[src/rtl/di_wb_port_arbiter.sv]
// -----------------------------------------------------------------------------
// di_wb_port_arbiter
//
// Merges the two issue-2 writeback sources onto regfile write port b2.
//   Source A : issue-2 ALU result. Fire-and-forget, it always wins when valid.
//   Source B : multicycle/LSU result. Uses a valid/ready handshake.
// The winning write is registered (one cycle of latency). While it is in
// flight it is bypassed onto read ports a2/b2. When B has been denied
// MAX_WAIT times in a row, the FSM enters ARB_STALL and asks issue-2 to stop
// producing A results until B gets through.
//
// Ports
//   clk, rst_n                       clock, synchronous active-low reset
//   a_valid_i/a_addr_i/a_data_i      source A write request
//   b_valid_i/b_ready_o/b_addr_i/b_data_i
//                                    source B write request and handshake
//   stall_a_o                        high while in ARB_STALL
//   waddr_b2_o/wdata_b2_o/we_b2_o    registered regfile write port
//   raddr_a2_i/rdata_a2_i/fwd_rdata_a2_o
//                                    read port a2 with bypass of the in-flight write
//   raddr_b2_i/rdata_b2_i/fwd_rdata_b2_o
//                                    read port b2 with bypass of the in-flight write
//
// Optional feature, macro DI_WB_ARB_PERF_CNT_EN
//   Adds the saturating counters perf_conflict_o, perf_drop_o and perf_stall_o,
//   each PERF_CNT_W bits wide.
// -----------------------------------------------------------------------------
module di_wb_port_arbiter #(
  parameter int MAX_WAIT   = 4,
  parameter int PERF_CNT_W = 16
) (
  input  logic        clk,
  input  logic        rst_n,
  input  logic        a_valid_i,
  input  logic [4:0]  a_addr_i,
  input  logic [31:0] a_data_i,
  input  logic        b_valid_i,
  output logic        b_ready_o,
  input  logic [4:0]  b_addr_i,
  input  logic [31:0] b_data_i,
  output logic        stall_a_o,
  output logic [4:0]  waddr_b2_o,
  output logic [31:0] wdata_b2_o,
  output logic        we_b2_o,
  input  logic [4:0]  raddr_a2_i,
  input  logic [31:0] rdata_a2_i,
  output logic [31:0] fwd_rdata_a2_o,
  input  logic [4:0]  raddr_b2_i,
  input  logic [31:0] rdata_b2_i,
  output logic [31:0] fwd_rdata_b2_o
`ifdef DI_WB_ARB_PERF_CNT_EN
  ,
  output logic [PERF_CNT_W-1:0] perf_conflict_o,
  output logic [PERF_CNT_W-1:0] perf_drop_o,
  output logic [PERF_CNT_W-1:0] perf_stall_o
`endif
);

  if (MAX_WAIT < 1 || MAX_WAIT > 15 || PERF_CNT_W < 1) begin : g_param_check
    $error("di_wb_port_arbiter: MAX_WAIT must be 1..15 and PERF_CNT_W >= 1");
  end

  localparam logic [3:0] MAX_WAIT_C = 4'(MAX_WAIT);

  typedef enum logic {
    ARB_NORMAL = 1'b0,
    ARB_STALL  = 1'b1
  } arb_state_e;

  arb_state_e  state_q, state_d;
  logic [3:0]  wait_cnt_q, wait_cnt_d;
  logic        we_q;
  logic [4:0]  waddr_q;
  logic [31:0] wdata_q;

  logic        in_stall;
  logic        same_addr;
  logic        b_accept;
  logic        b_deny;
  logic        win_valid;
  logic [4:0]  win_addr;
  logic [31:0] win_data;

  // ---------------------------------------------------------------------------
  // Arbitration
  // ---------------------------------------------------------------------------
  assign in_stall  = (state_q == ARB_STALL);
  assign same_addr = a_valid_i && b_valid_i && (a_addr_i == b_addr_i) && (a_addr_i != 5'd0);

  // B is taken when A is idle. It is also taken in NORMAL when A overwrites
  // the same register: A is younger, so B's result is dead and is completed
  // and dropped. In STALL a lagging A keeps B waiting instead of dropping it,
  // which keeps the exit path out of STALL simple. Ready is forced low during
  // reset so no handshake completes into a write that reset discards.
  assign b_accept = rst_n && b_valid_i && (!a_valid_i || (!in_stall && same_addr));
  assign b_deny   = b_valid_i && !b_accept;

  assign win_valid = a_valid_i || b_accept;
  assign win_addr  = a_valid_i ? a_addr_i : b_addr_i;
  assign win_data  = a_valid_i ? a_data_i : b_data_i;

  assign b_ready_o = b_accept;
  assign stall_a_o = in_stall;

  // ---------------------------------------------------------------------------
  // Anti-starvation FSM
  // ---------------------------------------------------------------------------
  always_comb begin
    state_d    = state_q;
    wait_cnt_d = wait_cnt_q;
    if (state_q == ARB_NORMAL) begin
      if (b_deny) begin
        wait_cnt_d = wait_cnt_q + 4'd1;
        if (wait_cnt_d == MAX_WAIT_C) state_d = ARB_STALL;
      end else begin
        wait_cnt_d = 4'd0;
      end
    end else begin
      // Leave STALL once B drains or goes away; a lagging A holds us here.
      if (!b_valid_i || b_accept) begin
        state_d    = ARB_NORMAL;
        wait_cnt_d = 4'd0;
      end
    end
  end

  always_ff @(posedge clk) begin
    if (!rst_n) begin
      state_q    <= ARB_NORMAL;
      wait_cnt_q <= 4'd0;
      we_q       <= 1'b0;
      waddr_q    <= 5'd0;
      wdata_q    <= 32'd0;
    end else begin
      state_q    <= state_d;
      wait_cnt_q <= wait_cnt_d;
      // Writes to x0 complete their handshake but never enable the port.
      we_q       <= win_valid && (win_addr != 5'd0);
      if (win_valid) begin
        waddr_q <= win_addr;
        wdata_q <= win_data;
      end
    end
  end

  assign we_b2_o    = we_q;
  assign waddr_b2_o = waddr_q;
  assign wdata_b2_o = wdata_q;

  // ---------------------------------------------------------------------------
  // Bypass of the in-flight write (commits at the next edge)
  // ---------------------------------------------------------------------------
  assign fwd_rdata_a2_o = (we_q && (raddr_a2_i == waddr_q) && (raddr_a2_i != 5'd0))
                          ? wdata_q : rdata_a2_i;
  assign fwd_rdata_b2_o = (we_q && (raddr_b2_i == waddr_q) && (raddr_b2_i != 5'd0))
                          ? wdata_q : rdata_b2_i;

`ifdef DI_WB_ARB_PERF_CNT_EN
  // ---------------------------------------------------------------------------
  // Saturating performance counters
  // ---------------------------------------------------------------------------
  logic                  b_drop;
  logic [PERF_CNT_W-1:0] perf_conflict_q, perf_drop_q, perf_stall_q;

  assign b_drop = b_accept && a_valid_i;

  always_ff @(posedge clk) begin
    if (!rst_n) begin
      perf_conflict_q <= '0;
      perf_drop_q     <= '0;
      perf_stall_q    <= '0;
    end else begin
      if (b_deny && !(&perf_conflict_q)) perf_conflict_q <= perf_conflict_q + 1'b1;
      if (b_drop && !(&perf_drop_q))     perf_drop_q     <= perf_drop_q + 1'b1;
      if (in_stall && !(&perf_stall_q))  perf_stall_q    <= perf_stall_q + 1'b1;
    end
  end

  assign perf_conflict_o = perf_conflict_q;
  assign perf_drop_o     = perf_drop_q;
  assign perf_stall_o    = perf_stall_q;
`endif

endmodule

[config.mk]
export PLATFORM = sky130hd
export DESIGN_NAME = di_wb_port_arbiter
export DESIGN_NICKNAME = d
export VERILOG_FILES = /design/src/rtl/di_wb_port_arbiter.sv
export SDC_FILE = /design/constraint.sdc
export NUM_CORES = 1
export LEC_CHECK = 0
export ABC_AREA = 1
export BUFFER_PORTS_ARGS = -buffer_cell sky130_fd_sc_hd__buf_2
export CORE_MARGIN = 8
export CORE_UTILIZATION = 36
export DETAILED_ROUTE_END_ITERATION = 6
export PLACE_DENSITY_LB_ADDON = 0.3
export RECOVER_POWER = 25
export SYNTH_ARGS = -nofsm -noshare
export SYNTH_HDL_FRONTEND = slang
export SYNTH_SLANG_ARGS = --single-unit
[constraint.sdc]
create_clock -name clk -period 1.54 [get_ports clk]
set_input_delay 0.308 -clock clk [delete_from_list [all_inputs] [get_ports clk]]
set_output_delay 0.308 -clock clk [all_outputs]
set_load 0.005 [all_outputs]
==> results.py <==
metrics = {
    "sta": {
        "finalSetupViolCount": 65,
        "skew_ns": 0.00128,
        "finalHoldViolCount": 0,
        "fin_crit_ns": 2.09,
        "max_slew_margin_pct": 55.1,
        "min_period_over_period_pct": 136,
        "finalSetupTns_ns": -32.86,
        "finalWorstSetupSlack_ns": -0.548,
        "tightest_slew_ns": 0.674,
        "slew_violations": 0,
        "timing.fmax_mhz": 479,
        "rsz0062_at_grt": "true",
    },
    "hold_path": {
        "hold_path_end": "stall_a_o",
        "hold_start": "b_valid_i",
        "hold_depth": 3,
        "worst_hold_path_type": "in -> reg",
    },
    "detailed_routing": {
        "drc": 0,
        "wl_mm": 13.1,
        "drtIter0Drc": 177,
        "first_pass_iters": 5,
        "routedWlPerCell_microns": 15.1,
        "vias": 4150,
        "postRouteAntennaNets": 0,
        "viasPerCell": 4.76,
    },
    "logic_synthesis": {
        "synth.yosys.seq_area_share_pct": 26.3,
        "synth_nets": 662,
        "synth_edf_count": 0,
        "avgSynthCellArea_sq_um": 6.42,
        "synth_cells": 509,
        "synth_warnings": 0,
        "synth-seq-cells": 43,
        "async_flop_share_pct": 0,
        "ys.flop_type": "dfxtp_1",
        "synth_cell_types": 30,
        "synth_area_sq_um": 3270,
    },
    "clocking": {
        "clkTransAtPathRegs_ns": 0.09,
        "root_buffer": "clkbuf_8",
        "cts_buffer_depth": 2,
        "htreeDepth": 2,
        "cts_tree": "done",
        "insertion_delay_ns": 0.29,
        "clock_sinks": 43,
        "numCtsBuffers": 5,
        "hold_buffers": 0,
    },
    "grt": {
        "grtUsageTotal_pct": 19.5,
        "grt_max_degree": 45,
        "gr-total-overflow": 0,
        "grt_pass1_vias": 4199,
        "grt_pass1_wl_mm": 20.4,
        "antenna_found_initial": 0,
    },
    "worst_setup_path": {
        "start_kind": "flop",
        "critPathSlowestCell": "dfxtp_4",
        "path_buf_inv": 3,
        "path_class": "reg -> out",
        "regToRegStartpoint": "stall_a_o",
        "reg2regPathDepth": 6,
        "cp.required_ns": 1.23,
        "ff2ff_setup_slack_ns": 0.37,
        "cpPeakStageDelay_ns": 0.39,
        "rr_endpoint": "wait_cnt_q[2]",
        "path_max_fanout": 20,
        "crit_path_cell_trace": "inv_4, a22o_1, nor3_2, nand3_4, buf_6, o21ai_1, buf_2",
        "crit_family": "buffers and inverters",
        "cp-end-kind": "output pin",
        "cp.arrival_ns": 1.78,
    },
    "floorplanning": {
        "die_area_sq_um": 12400,
        "die_h_microns": 111,
        "start_util_pct": 37.3,
        "die_w_microns": 111,
        "fp-row-count": 34,
        "core_area_sq_um": 8760,
        "io_pins": 256,
    },
    "power_and_ir_drop": {
        "p_comb_share_pct": 34.0,
        "p_leak_nw": 2.68,
        "switching_power_mw": 1.01,
        "ir_worst_vdd_uv": 416,
        "sw_frac_of_total_pct": 33.6,
        "power_per_cell_area_nw_per_um2": 608,
        "seqPwrFrac_pct": 42.3,
        "p_int_mw": 2.00,
        "p_clk_share_pct": 23.7,
    },
    "layout": {
        "antenna_cells": 0,
        "final_nets": 916,
        "area_delta_synth_final_pct": 51.3,
        "drive_gt1_share_pct": 46.7,
    },
    "placement": {
        "dp_slack_ns": -0.283,
        "place_congestion": 0.848,
        "port_buffers": 255,
        "dp_hpwl_mm": 10.4,
    },
    "status": {
        "violations": "setup timing",
        "status": "complete, but fails checks",
    },
    "run": {
        "max-cap-violations": 0,
    },
}
## state kept, by name, summed over array words and instances, names as in the netlist
register / flops
waddr_b2_o: 5
stall_a_o: 1
wait_cnt_q: 4
we_b2_o: 1
wdata_b2_o: 32
## tightest hold or removal path, cell delays in order
cell       delay [ns]
buf_2            0.13
o2111ai_1        0.08
inv_1            0.04
## worst max-delay path by stage
| stage | from | endpoint | slack [ns] | cells past startpoint |
|---|---|---|---|---|
| global placement | raddr_b2_i[2] | fwd_rdata_b2_o[21] | -0.26 | 7 |
| detailed placement | raddr_b2_i[2] | fwd_rdata_b2_o[28] | -0.28 | 7 |
| global route | waddr_b2_o[2] | fwd_rdata_b2_o[20] | -0.66 | 7 |
| CTS | waddr_b2_o[2] | fwd_rdata_a2_o[2] | -0.55 | 8 |
| floorplan | waddr_b2_o[2] | fwd_rdata_b2_o[13] | -0.006 | 6 |
| finish | waddr_b2_o[2] | fwd_rdata_b2_o[28] | -0.55 | 7 |
## Yosys cell counts (2+ instances only)
cell      count  area, sq um
nor2_1       40          150
buf_2         7         35.0
nor4_1        2         12.5
nor3_2        2         20.0
o21ai_2      36          315
nand3_1       2         10.0
nand4_1       3         18.8
nand2_2      29          181
inv_1        84          315
dfxtp_1      43          861
nand2_1      68          255
o21ai_1      53          265
o22ai_1       2         12.5
buf_6        12          135
o21ai_0      24          120
xor2_1        3         26.3
clkbuf_1     11         41.3
inv_2         3         11.3
buf_1         2         7.51
a21oi_1      71          355
a211oi_1      3         22.5
## metrics by stage
| stage | std cells | instance area [sq um] | util (%) | hold WS (ns) | power [mW] |
|---|---|---|---|---|---|
| after floorplan | 509 | 3300 | - | 0.440 | 1.79 |
| after global placement | 859 | 4680 | 53.4 | 0.464 | 2.28 |
| after detailed placement | 859 | 4680 | 53.4 | 0.474 | 2.30 |
| after CTS | 869 | 4880 | 55.6 | 0.287 | 3.04 |
| after global routing | 872 | 4950 | 56.4 | 0.292 | 3.22 |
| final | 872 | 4950 | 56.4 | 0.292 | 3.01 |
## power by group through the flow
stage | Sequential (mW) | Combinational, mW | Clock, mW
after detailed placement | 1.29 | 1.01 | 0
after CTS | 1.27 | 1.03 | 0.737
after global routing | 1.28 | 1.15 | 0.787
final | 1.27 | 1.02 | 0.712
after global placement | 1.29 | 0.988 | 0
after floorplan | 1.29 | 0.503 | 0
## repair_timing
| item | CTS | global route |
|---|---|---|
| pin swaps | 1 | 2 |
| setup buffers | 1 | 1 |
| setup endpoints to repair | 65 | 65 |
| endpoints found under the hold margin | 0 | 0 |
| gates resized for setup | 19 | 11 |
| cloned | 1 | 2 |
## cells by family (layout without fill, tap and decap cells)
kind of cell | count (synthesis) | after routing | share of synthesized area, %
compound gates | 193 | 193 | 34.4
xor+xnor | 4 | 4 | 1.07
fa+ha+maj | 1 | 1 | 0.383
buf+inv | 119 | 374 | 16.7
flops | 43 | 43 | 26.3
simple gates | 149 | 149 | 21.2
## cell type report
type,count,area (sq um)
Clock buffer,6,72.6
Clock inverter,2,12.5
Fill cell,863,3820
Inverter,87,329
Multi-Input combinational cell,347,1940
Sequential cell,43,872
Tap cell,108,135
Timing Repair Buffer,279,1590
## layer usage
layer | GRT usage [%] | vias to the layer above | wire length [microns]
li1 | - | 2157 | -
met1 | 19.6 | 1816 | 4960
met2 | 37.6 | 166 | 7030
met3 | 6.66 | 11 | 1020
met4 | 3.91 | 0 | 126
met5 | 0 | - | 0
## layout by cell type, fill, tap and decap left out, types with 5 or more instances in the layout
master / count
nand2_1: 66
inv_1: 83
o21ai_1: 47
dfxtp_1: 38
nor2_1: 39
clkbuf_1: 18
a21oi_1: 71
o21ai_0: 24
o21ai_2: 41
buf_4: 9
buf_12: 7
nand2_4: 6
nand2_2: 25
buf_2: 240
clkbuf_8: 5
No activity file was read; power rests on OpenSTA's default activity.
